===== src/rtl/alu_issue_unit_pkg.sv =====
// Shared types for the ALU issue unit: opcodes, request record, FSM states
// and the opcode legality check.
package alu_pkg;

    localparam int unsigned DEF_WIDTH = 32;
    localparam int unsigned DEF_TAG_W = 4;

    // Only ADD is implemented by the ALU; every other encoding is illegal.
    typedef enum logic [2:0] {
        OP_ADD = 3'b000
    } opcode_e;

    // Default request record; the top builds an equivalent record sized by
    // its own WIDTH/TAG_W parameters.
    typedef struct packed {
        logic [DEF_WIDTH-1:0] a;
        logic [DEF_WIDTH-1:0] b;
        logic [2:0]           opcode;
        logic [DEF_TAG_W-1:0] tag;
    } req_t;

    typedef enum logic [1:0] {
        IDLE  = 2'd0,
        ISSUE = 2'd1,
        RESP  = 2'd2
    } state_e;

    function automatic logic is_supported(input logic [2:0] opcode);
        return opcode == OP_ADD;
    endfunction

endpackage


===== src/rtl/alu_issue_unit_fifo.sv =====
// Request FIFO: power-of-two depth, registered occupancy count, full/empty
// flags derived from state only, push and pop allowed in the same cycle.
module alu_req_fifo
    import alu_pkg::*;
#(
    parameter type         entry_t = req_t,
    parameter int unsigned DEPTH   = 2
) (
    input  logic   clk,
    input  logic   rst,
    input  logic   push_i,
    input  entry_t push_data_i,
    input  logic   pop_i,
    output entry_t head_o,
    output logic   full_o,
    output logic   empty_o
);

    localparam int unsigned AW = (DEPTH > 1) ? $clog2(DEPTH) : 1;
    localparam int unsigned CW = AW + 1;

    logic [AW-1:0] wr_ptr_q;
    logic [AW-1:0] rd_ptr_q;
    logic [CW-1:0] count_q;
    entry_t        mem_q [DEPTH];

    logic push_ok;
    logic pop_ok;

    assign full_o  = (count_q == CW'(DEPTH));
    assign empty_o = (count_q == '0);
    assign head_o  = mem_q[rd_ptr_q];

    // A push while full only lands if the same cycle also pops.
    assign push_ok = push_i && (!full_o || pop_i);
    assign pop_ok  = pop_i && !empty_o;

    // Pointer and occupancy bookkeeping.
    always_ff @(posedge clk) begin
        // NOTE: non-blocking assignments keep every register sampling the
        // pre-edge values, so the order of statements here does not matter.
        if (rst) begin
            wr_ptr_q <= '0;
            rd_ptr_q <= '0;
            count_q  <= '0;
        end else begin
            if (push_ok) wr_ptr_q <= wr_ptr_q + AW'(1);
            if (pop_ok)  rd_ptr_q <= rd_ptr_q + AW'(1);
            case ({push_ok, pop_ok})
                2'b10:   count_q <= count_q + CW'(1);
                2'b01:   count_q <= count_q - CW'(1);
                default: count_q <= count_q;
            endcase
        end
    end

    // Storage write.
    always_ff @(posedge clk) begin
        // NOTE: the storage array is deliberately not reset; entries are only
        // read once the count marks them valid, and leaving them unreset keeps
        // them plain RAM.
        if (push_ok) mem_q[wr_ptr_q] <= push_data_i;
    end

endmodule


===== src/rtl/alu_issue_unit.sv =====
// ALU issue unit: buffers tagged requests, drives one op per ISSUE cycle to
// the combinational ALU, captures the result and returns a tagged response.
module alu_issue_unit
    import alu_pkg::*;
#(
    parameter int unsigned WIDTH     = 32,
    parameter int unsigned TAG_W     = 4,
    parameter int unsigned REQ_DEPTH = 2,
    parameter int unsigned CNT_W     = 16
) (
    input  logic             clk,
    input  logic             rst,
    input  logic             req_valid,
    output logic             req_ready,
    input  logic [WIDTH-1:0] req_a,
    input  logic [WIDTH-1:0] req_b,
    input  logic [2:0]       req_opcode,
    input  logic [TAG_W-1:0] req_tag,
    output logic [WIDTH-1:0] alu_a,
    output logic [WIDTH-1:0] alu_b,
    output logic [2:0]       alu_opcode,
    input  logic [WIDTH-1:0] alu_result,
    output logic             rsp_valid,
    input  logic             rsp_ready,
    output logic [WIDTH-1:0] rsp_result,
    output logic [TAG_W-1:0] rsp_tag,
    output logic             rsp_illegal,
    output logic [CNT_W-1:0] op_count
);

    // Request record sized to this instance's parameters.
    typedef struct packed {
        logic [WIDTH-1:0] a;
        logic [WIDTH-1:0] b;
        logic [2:0]       opcode;
        logic [TAG_W-1:0] tag;
    } entry_t;

    entry_t push_data;
    entry_t head;
    logic   fifo_full;
    logic   fifo_empty;
    logic   push;
    logic   pop;

    state_e state_q;
    state_e state_d;

    logic [WIDTH-1:0] rsp_result_q;
    logic [TAG_W-1:0] rsp_tag_q;
    logic             rsp_illegal_q;
    logic [CNT_W-1:0] op_count_q;
    logic [CNT_W-1:0] op_count_d;

    // Ready depends on FIFO occupancy only, never on the response side.
    assign req_ready = !fifo_full;
    assign push      = req_valid && req_ready;
    assign pop       = (state_q == ISSUE);

    assign push_data = '{a: req_a, b: req_b, opcode: req_opcode, tag: req_tag};

    alu_req_fifo #(
        .entry_t (entry_t),
        .DEPTH   (REQ_DEPTH)
    ) u_fifo (
        .clk         (clk),
        .rst         (rst),
        .push_i      (push),
        .push_data_i (push_data),
        .pop_i       (pop),
        .head_o      (head),
        .full_o      (fifo_full),
        .empty_o     (fifo_empty)
    );

    // Next-state logic. A push landing this cycle counts as work pending so
    // a request accepted at edge t is in ISSUE during cycle t+1.
    always_comb begin
        // NOTE: assigning the default first means every path drives state_d,
        // so no latch is inferred when a branch leaves it untouched.
        state_d = state_q;
        unique case (state_q)
            IDLE: begin
                if (push || !fifo_empty) state_d = ISSUE;
            end
            ISSUE: begin
                state_d = RESP;
            end
            RESP: begin
                if (rsp_ready) begin
                    state_d = (push || !fifo_empty) ? ISSUE : IDLE;
                end
            end
            default: state_d = IDLE;
        endcase
    end

    // Saturating count of completed issues.
    always_comb begin
        op_count_d = op_count_q;
        if (state_q == ISSUE && op_count_q != '1) begin
            op_count_d = op_count_q + CNT_W'(1);
        end
    end

    // Drive the ALU from the FIFO head only while issuing.
    always_comb begin
        alu_a      = '0;
        alu_b      = '0;
        alu_opcode = '0;
        if (state_q == ISSUE) begin
            alu_a      = head.a;
            alu_b      = head.b;
            alu_opcode = head.opcode;
        end
    end

    // FSM state register.
    always_ff @(posedge clk) begin
        if (rst) state_q <= IDLE;
        else     state_q <= state_d;
    end

    // Response capture and op counter; fields hold while RESP waits.
    always_ff @(posedge clk) begin
        if (rst) begin
            rsp_result_q  <= '0;
            rsp_tag_q     <= '0;
            rsp_illegal_q <= 1'b0;
            op_count_q    <= '0;
        end else begin
            op_count_q <= op_count_d;
            if (state_q == ISSUE) begin
                rsp_result_q  <= alu_result;
                rsp_tag_q     <= head.tag;
                rsp_illegal_q <= !is_supported(head.opcode);
            end
        end
    end

    assign rsp_valid   = (state_q == RESP);
    assign rsp_result  = rsp_result_q;
    assign rsp_tag     = rsp_tag_q;
    assign rsp_illegal = rsp_illegal_q;
    assign op_count    = op_count_q;

endmodule


===== config.mk =====
export PLATFORM = sky130hd
export DESIGN_NAME = alu_issue_unit
export DESIGN_NICKNAME = d
export VERILOG_FILES = /design/src/rtl/alu_issue_unit_pkg.sv /design/src/rtl/alu_issue_unit_fifo.sv /design/src/rtl/alu_issue_unit.sv
export SDC_FILE = /design/constraint.sdc
export NUM_CORES = 1
export LEC_CHECK = 0
export CORE_AREA = 5 5 186 188
export DETAILED_ROUTE_END_ITERATION = 8
export DIE_AREA = 0 0 191 193
export GPL_TIMING_DRIVEN = 0
export PLACE_DENSITY = 0.57
export SLEW_MARGIN = 30
export SYNTH_ARGS = -nofsm -noshare
export SYNTH_HDL_FRONTEND = slang
export SYNTH_HIERARCHICAL = 1
export SYNTH_SLANG_ARGS = --single-unit

===== constraint.sdc =====
create_clock -name clk -period 9.3 [get_ports clk]
set_input_delay 0.93 -clock clk [delete_from_list [all_inputs] [get_ports clk]]
set_output_delay 0.93 -clock clk [all_outputs]
set_load 0.01 [all_outputs]

=== Word level (Yosys, flattened, before mapping) ===
Memories as Yosys holds them, arrays and structs flattened. A register that Yosys moved wholly into a read port is not among the register bits.
Cells that the tools add are included.

* Add/subtract/negate cells: 5
* Equal/unequal tests: 8
* Muxes and demuxes: 12
* Reductions and logical operators: 14

{| class="wikitable"
|+ Operators by type and width
! kind !! number
|-
| two-way mux 32 bit || 2
|-
| adder 16 x 1 -> 16 bit (second input constant) || 1
|-
| inequality test 16 bit (second input constant) || 1
|-
| == test 2 bit (second input constant) || 3
|-
| case mux 2 bit (3 select lines) || 1
|-
| two-way mux 1 bit || 5
|-
| == test 2 x 1 -> 1 bit (second input constant) || 2
|-
| logical AND 1 bit || 4
|-
| zero test 2 bit || 2
|-
| two-way mux 2 bit || 2
|-
| case mux 2 bit (2 select lines) || 1
|-
| zero test 1 bit || 3
|-
| zero test 3 bit || 1
|-
| two-way mux 3 bit || 1
|-
| adder 1 bit (second input constant) || 2
|-
| adder 2 x 1 -> 2 bit (second input constant) || 1
|-
| logical OR 1 bit || 2
|-
| inequality test 2 x 1 -> 1 bit (second input constant) || 1
|-
| inequality test 2 bit (second input constant) || 1
|-
| AND reduction 2 bit || 1
|-
| nonzero test 2 bit || 1
|-
| subtractor 2 x 1 -> 2 bit (second input constant) || 1
|}

* Register bits after elaboration: 59
* RAM bits: 142
* Input port bits: 107
* Output and inout port bits: 122
* Word-level logic and storage cells: 48
* Memories kept: 1

{| class="wikitable"
|+ Memories
! name !! words !! width !! read ports !! clocked after Yosys merged registers in !! wr ports !! line !! source
|-
| u_fifo.mem_q || 2 || 71 || 1 || 1 || 1 || alu_issue_unit_fifo.sv:25 || <nowiki>entry_t mem_q [DEPTH];</nowiki>
|}

=== Depth between registers and ports, before layout ===
* Depth in word-level cells: 7
* Depth in mapped cells: 8
* Mapped depth without buffers: 8

=== By module ===
Netlist, hierarchy kept.

{| class="wikitable"
|+ By module, submodules not included
! module !! instances !! cells an instance !! area an instance (um^2)
|-
| alu_req_fifo || 1 || 248 || 5347.6
|-
| alu_issue_unit || 1 || 342 || 2666.3
|}

=== Worst setup path after synthesis ===
OpenSTA, ideal clock, no wires.

* Kind: input-to-reg
* Start: input req_valid
* End: memory u_fifo/mem_q[0][0] in the netlist's numbering (enable)
* Library setup time: 0.501 ns
* Arrival time: 4.266 ns
* Data required time: 8.799 ns
* Slack: 4.534 ns
* Stages: 3
* Cell sequence: nor2b_1 > o31ai_4 > nor2_1

* Longest elaborated chain between the ends: 4

{| class="wikitable"
|+ Ends and longest elaborated chain
! element !! line !! source
|-
| start: declaration || alu_issue_unit.sv:13 || <nowiki>input logic req_valid,</nowiki>
|-
| logical AND 1 bit || alu_issue_unit.sv:57 || <nowiki>assign push = req_valid && req_ready;</nowiki>
|-
| logical AND 1 bit || alu_issue_unit_fifo.sv:35 || <nowiki>assign push_ok = push_i && (!full_o || pop_i);</nowiki>
|-
| two-way mux 1 bit || alu_issue_unit_fifo.sv:62 || <nowiki>if (push_ok) mem_q[wr_ptr_q] <= push_data_i;</nowiki>
|-
| two-way mux 1 bit (implied by the code) || alu_issue_unit_fifo.sv:62 ||
|-
| end: declaration || alu_issue_unit_fifo.sv:25 ||
|}

Every way passes these cells.

=== Final worst setup path ===
* Start: register state_q[0]
* End: output alu_a[20]

* Longest elaborated chain between the ends: 2

{| class="wikitable"
|+ Ends and longest elaborated chain
! element !! line !! source
|-
| start: declaration || alu_issue_unit.sv:46 || <nowiki>state_e state_q;</nowiki>
|-
| start signal: assignment || alu_issue_unit.sv:121 || <nowiki>else state_q <= state_d;</nowiki>
|-
| == test 2 x 1 -> 1 bit || alu_issue_unit.sv:111 || <nowiki>if (state_q == ISSUE) begin</nowiki>
|-
| two-way mux 32 bit || alu_issue_unit.sv:111 ||
|-
| end: declaration || alu_issue_unit.sv:19 || <nowiki>output logic [WIDTH-1:0] alu_a,</nowiki>
|}

Every way passes these cells.

==> summary.txt <==
Timing
  – Tightest Pin Transition: 623 ps
  – Setup TNS Final: 0 ps
  – Hold Vio Cnt, Final: 0
  – RSZ-0062 raised after global routing: false
  – Final period utilization: 40.5%
  – Slew Viols, Final: 0
  – Rel. slew slack: 58.5%
  – Fin Clk Skew: 17.9 ps
  – Setup violations, final: 0
  – Setup ws final: 5530 ps
  – Tmin final: 3770 ps
  – Max Fclk: 266 MHz

Synth
  – Syn Std Cell Area: 8010 sq um
  – Synth area leaders: edfxtp_1 (53%), dfxtp_1 (15%), mux2_2 (9.4%), and2_1 (5.4%), nand2_1 (3.7%)
  – Largest family of logic cells by synthesized area: simple AND/OR/NAND/NOR gates
  – Synth top area share: 53.2%
  – Synthesized flop and latch total: 202
  – YS warnings: 6
  – Top_reg_cell synth: edfxtp_1
  – Asr flop ratio synth: 0%
  – Synth cell types: 43
  – Post-synthesis cell count: 590
  – Adder-Cell Fraction of Synth Area: 0.312%
  – Seq/Total Area, Yosys: 68.2%
  – Largest area contributor in the netlist: edfxtp_1
  – Syn_nets: 699
  – Multiplexer share of the synthesized area: 10.8%
  – EDFF count, synth: 142
  – Mean Syn Cell Area: 13.6 sq um
  – Synth Area in Simple Gates: 13.4%
  – Synth Area in Compound Gates: 4.67%
  – Post-synthesis xor/xnor area fraction: 0.328%

Setup path
  – Slowest stage delay, CP: 600 ps
  – CP max-delay cell: clkdlybuf4s50_1
  – CP top delay family: buffers and inverters
  – Worst Path Buf+Inv: 4
  – Startpoint Class: flop
  – Crit end category: primary output
  – Crit path DAT: 2840 ps
  – Req. time, crit path: 8370 ps
  – Cells along the critical path: nand2b_1, inv_2, buf_2, clkbuf_1, and2_1, clkdlybuf4s50_1
  – Crit path kind: flop to primary output
  – Worst Path Max Fanout: 10

Pwr
  – Pwr dens: 244 nW/um^2
  – Pwr Total: 2.88 mW
  – Leakage Power: 4.00 nW
  – Reg power frac: 41.2%
  – Pint: 2.07 mW
  – Switching portion of total power: 28.0%
  – Gate power share: 29.3%
  – Clock share of power: 29.5%
  – Peak supply drop: 0.105 mV
  – Psw: 0.806 mW

Clocking
  – Skew-Pair Late Insertion Delay: 520 ps
  – Clock root buffer: clkbuf_16
  – Cts hold-fix bufs: 0
  – Post CTS Setup Buffer Count: 0
  – CTS clk-pin slew, worst paths: 60 ps
  – Htree depth: 1
  – Total clock buffers created by CTS: 24
  – Clk sink count: 202
  – Clk buf depth: 3
  – CTS tree: yes
  – CTS resizes: 0

Floorplanning
  – Initial Util: 24.3%
  – Die height: 193 um
  – # rows: 67
  – I/O pin count: 229
  – Core Region: 32900 sq um
  – Die X: 191 um
  – Die area: 36900 sq um

Cells and area
  – # diodes: 0
  – Most common cell after layout, fill and taps aside: clkdlybuf4s50_1
  – Fillers: 3248
  – # nets final: 961
  – Most frequent cells in the layout: clkdlybuf4s50_1 (228), edfxtp_1 (142), nand2_1 (80), and2_1 (69), mux2_2 (67)
  – Share of post-route cells with drive strength above 1: 15.0%
  – Synth-to-Final Area Change: 47.3%

Route
  – TritonRoute pass-1 iters: 4
  – Starting DRT DRC Count: 173
  – DR DRC count: 0
  – Vias after detailed routing: 5446
  – Wirelength, routed: 21700 um
  – DR vias/cell: 4.14
  – Antenna-violating nets left: 0
  – Wirelength per Cell: 16.5 um

Run status
  – Status: complete, no violations

GRT
  – First-pass GRT wire length: 32400 um
  – Initial antenna violation count: 5
  – Total GRT Usage: 11.3%
  – Pin count of the biggest net entering global routing: 21
  – Vias in the first global route: 5557
  – GRT Residual Overflow: 0

Placed design
  – Port Buf Inserts: 228
  – Placer Congestion: 0.748
  – Place WS: 5860 ps
  – Hpwl dp: 15700 um

Min path
  – Hold Path Class: flop to flop

Run
  – Maximum capacitance violations: 0
[layer usage]
layer	global-route usage, %	share of wire, %	routed length, um
met1	13.5	42	9080
met5	0	0.31	67
met3	4.00	8.2	1770
met4	3.01	2.1	449
met2	19.5	48	10300
[kinds of logic (layout without fill, tap and decap cells)]
group           after synthesis  in the layout
buf+inv                      38            314
compound gates               65             65
simple gates                203            203
fa+ha+maj                     2              2
mux                          77             77
xor+xnor                      3              3
flops                       202            202
[worst paths after layout]
kind | from | end | slack (ps) | cells past startpoint
worst max-delay path | state_q[0]$_SDFFE_PP0P_ | alu_a[20] | 5530 | 6
worst max register to register | state_q[0]$_SDFFE_PP0P_ | u_fifo/mem_q[0][22]$_DFFE_PP_ | 6570 | 8
worst min-delay path | rsp_result[28]$_SDFFE_PP0P_ | rsp_result[28]$_SDFFE_PP0P_ | 450 | 2
worst min register to register | rsp_result[28]$_SDFFE_PP0P_ | rsp_result[28]$_SDFFE_PP0P_ | 450 | 2
[worst min-delay path, stage by stage (launching register included)]
cell and delay [ps]:
dfxtp_1 310, nand2_1 50, a21oi_1 50
[power groups by stage]
stage	clock network [mW]	logic, mW	registers (mW)
floorplan	0	0.389	1.22
global placement	0	0.799	1.23
detailed placement	0	0.867	1.20
CTS	0.885	0.873	1.19
global route	0.922	0.922	1.20
finish	0.849	0.844	1.18
[synth_stat cells (all sizes together) (3+ instances only)]
library cell / n
nor2: 15
buf: 17
mux2: 76
nand4: 6
edfxtp: 142
or4: 4
o31ai: 5
and2: 70
or3: 4
nand2: 80
o21ai: 3
a21oi: 50
nor2b: 8
dfxtp: 60
nor3: 4
and4: 4
clkbuf: 16
inv: 5
[state kept, by name, summed over array words and instances, names as in the netlist, named ones only]
signal and count:
op_count 16, u_fifo/count_q 2, u_fifo/mem_q 142, u_fifo/wr_ptr_q 1, state_q 2, rsp_result 32
u_fifo/rd_ptr_q 1, rsp_tag 4, rsp_illegal 1
[layout make-up]
| cell class | count | area [sq um] | area share, % |
|---|---|---|---|
| multi-input combinational | 350 | 2380 | 20.2 |
| tap | 448 | 561 | 4.75 |
| clock inverter | 14 | 101 | 0.859 |
| inverter | 5 | 18.8 | 0.159 |
| buffer | 33 | 161 | 1.37 |
| sequential | 202 | 5470 | 46.3 |
| timing repair buffer | 236 | 2500 | 21.2 |
| clock buffer | 26 | 608 | 5.15 |
[through the flow]
stage	cells	util [%]	cell area, sq um	hold slack (ps)
2_1_floorplan	590	-	8010	473
3_3_place_gp	1266	33.0	10900	441
3_5_place_dp	1274	33.7	11100	446
4_1_cts	1314	35.8	11800	454
5_1_grt	1314	35.8	11800	476
6_report	1314	35.8	11800	451
(Power assumes the default switching activity.)
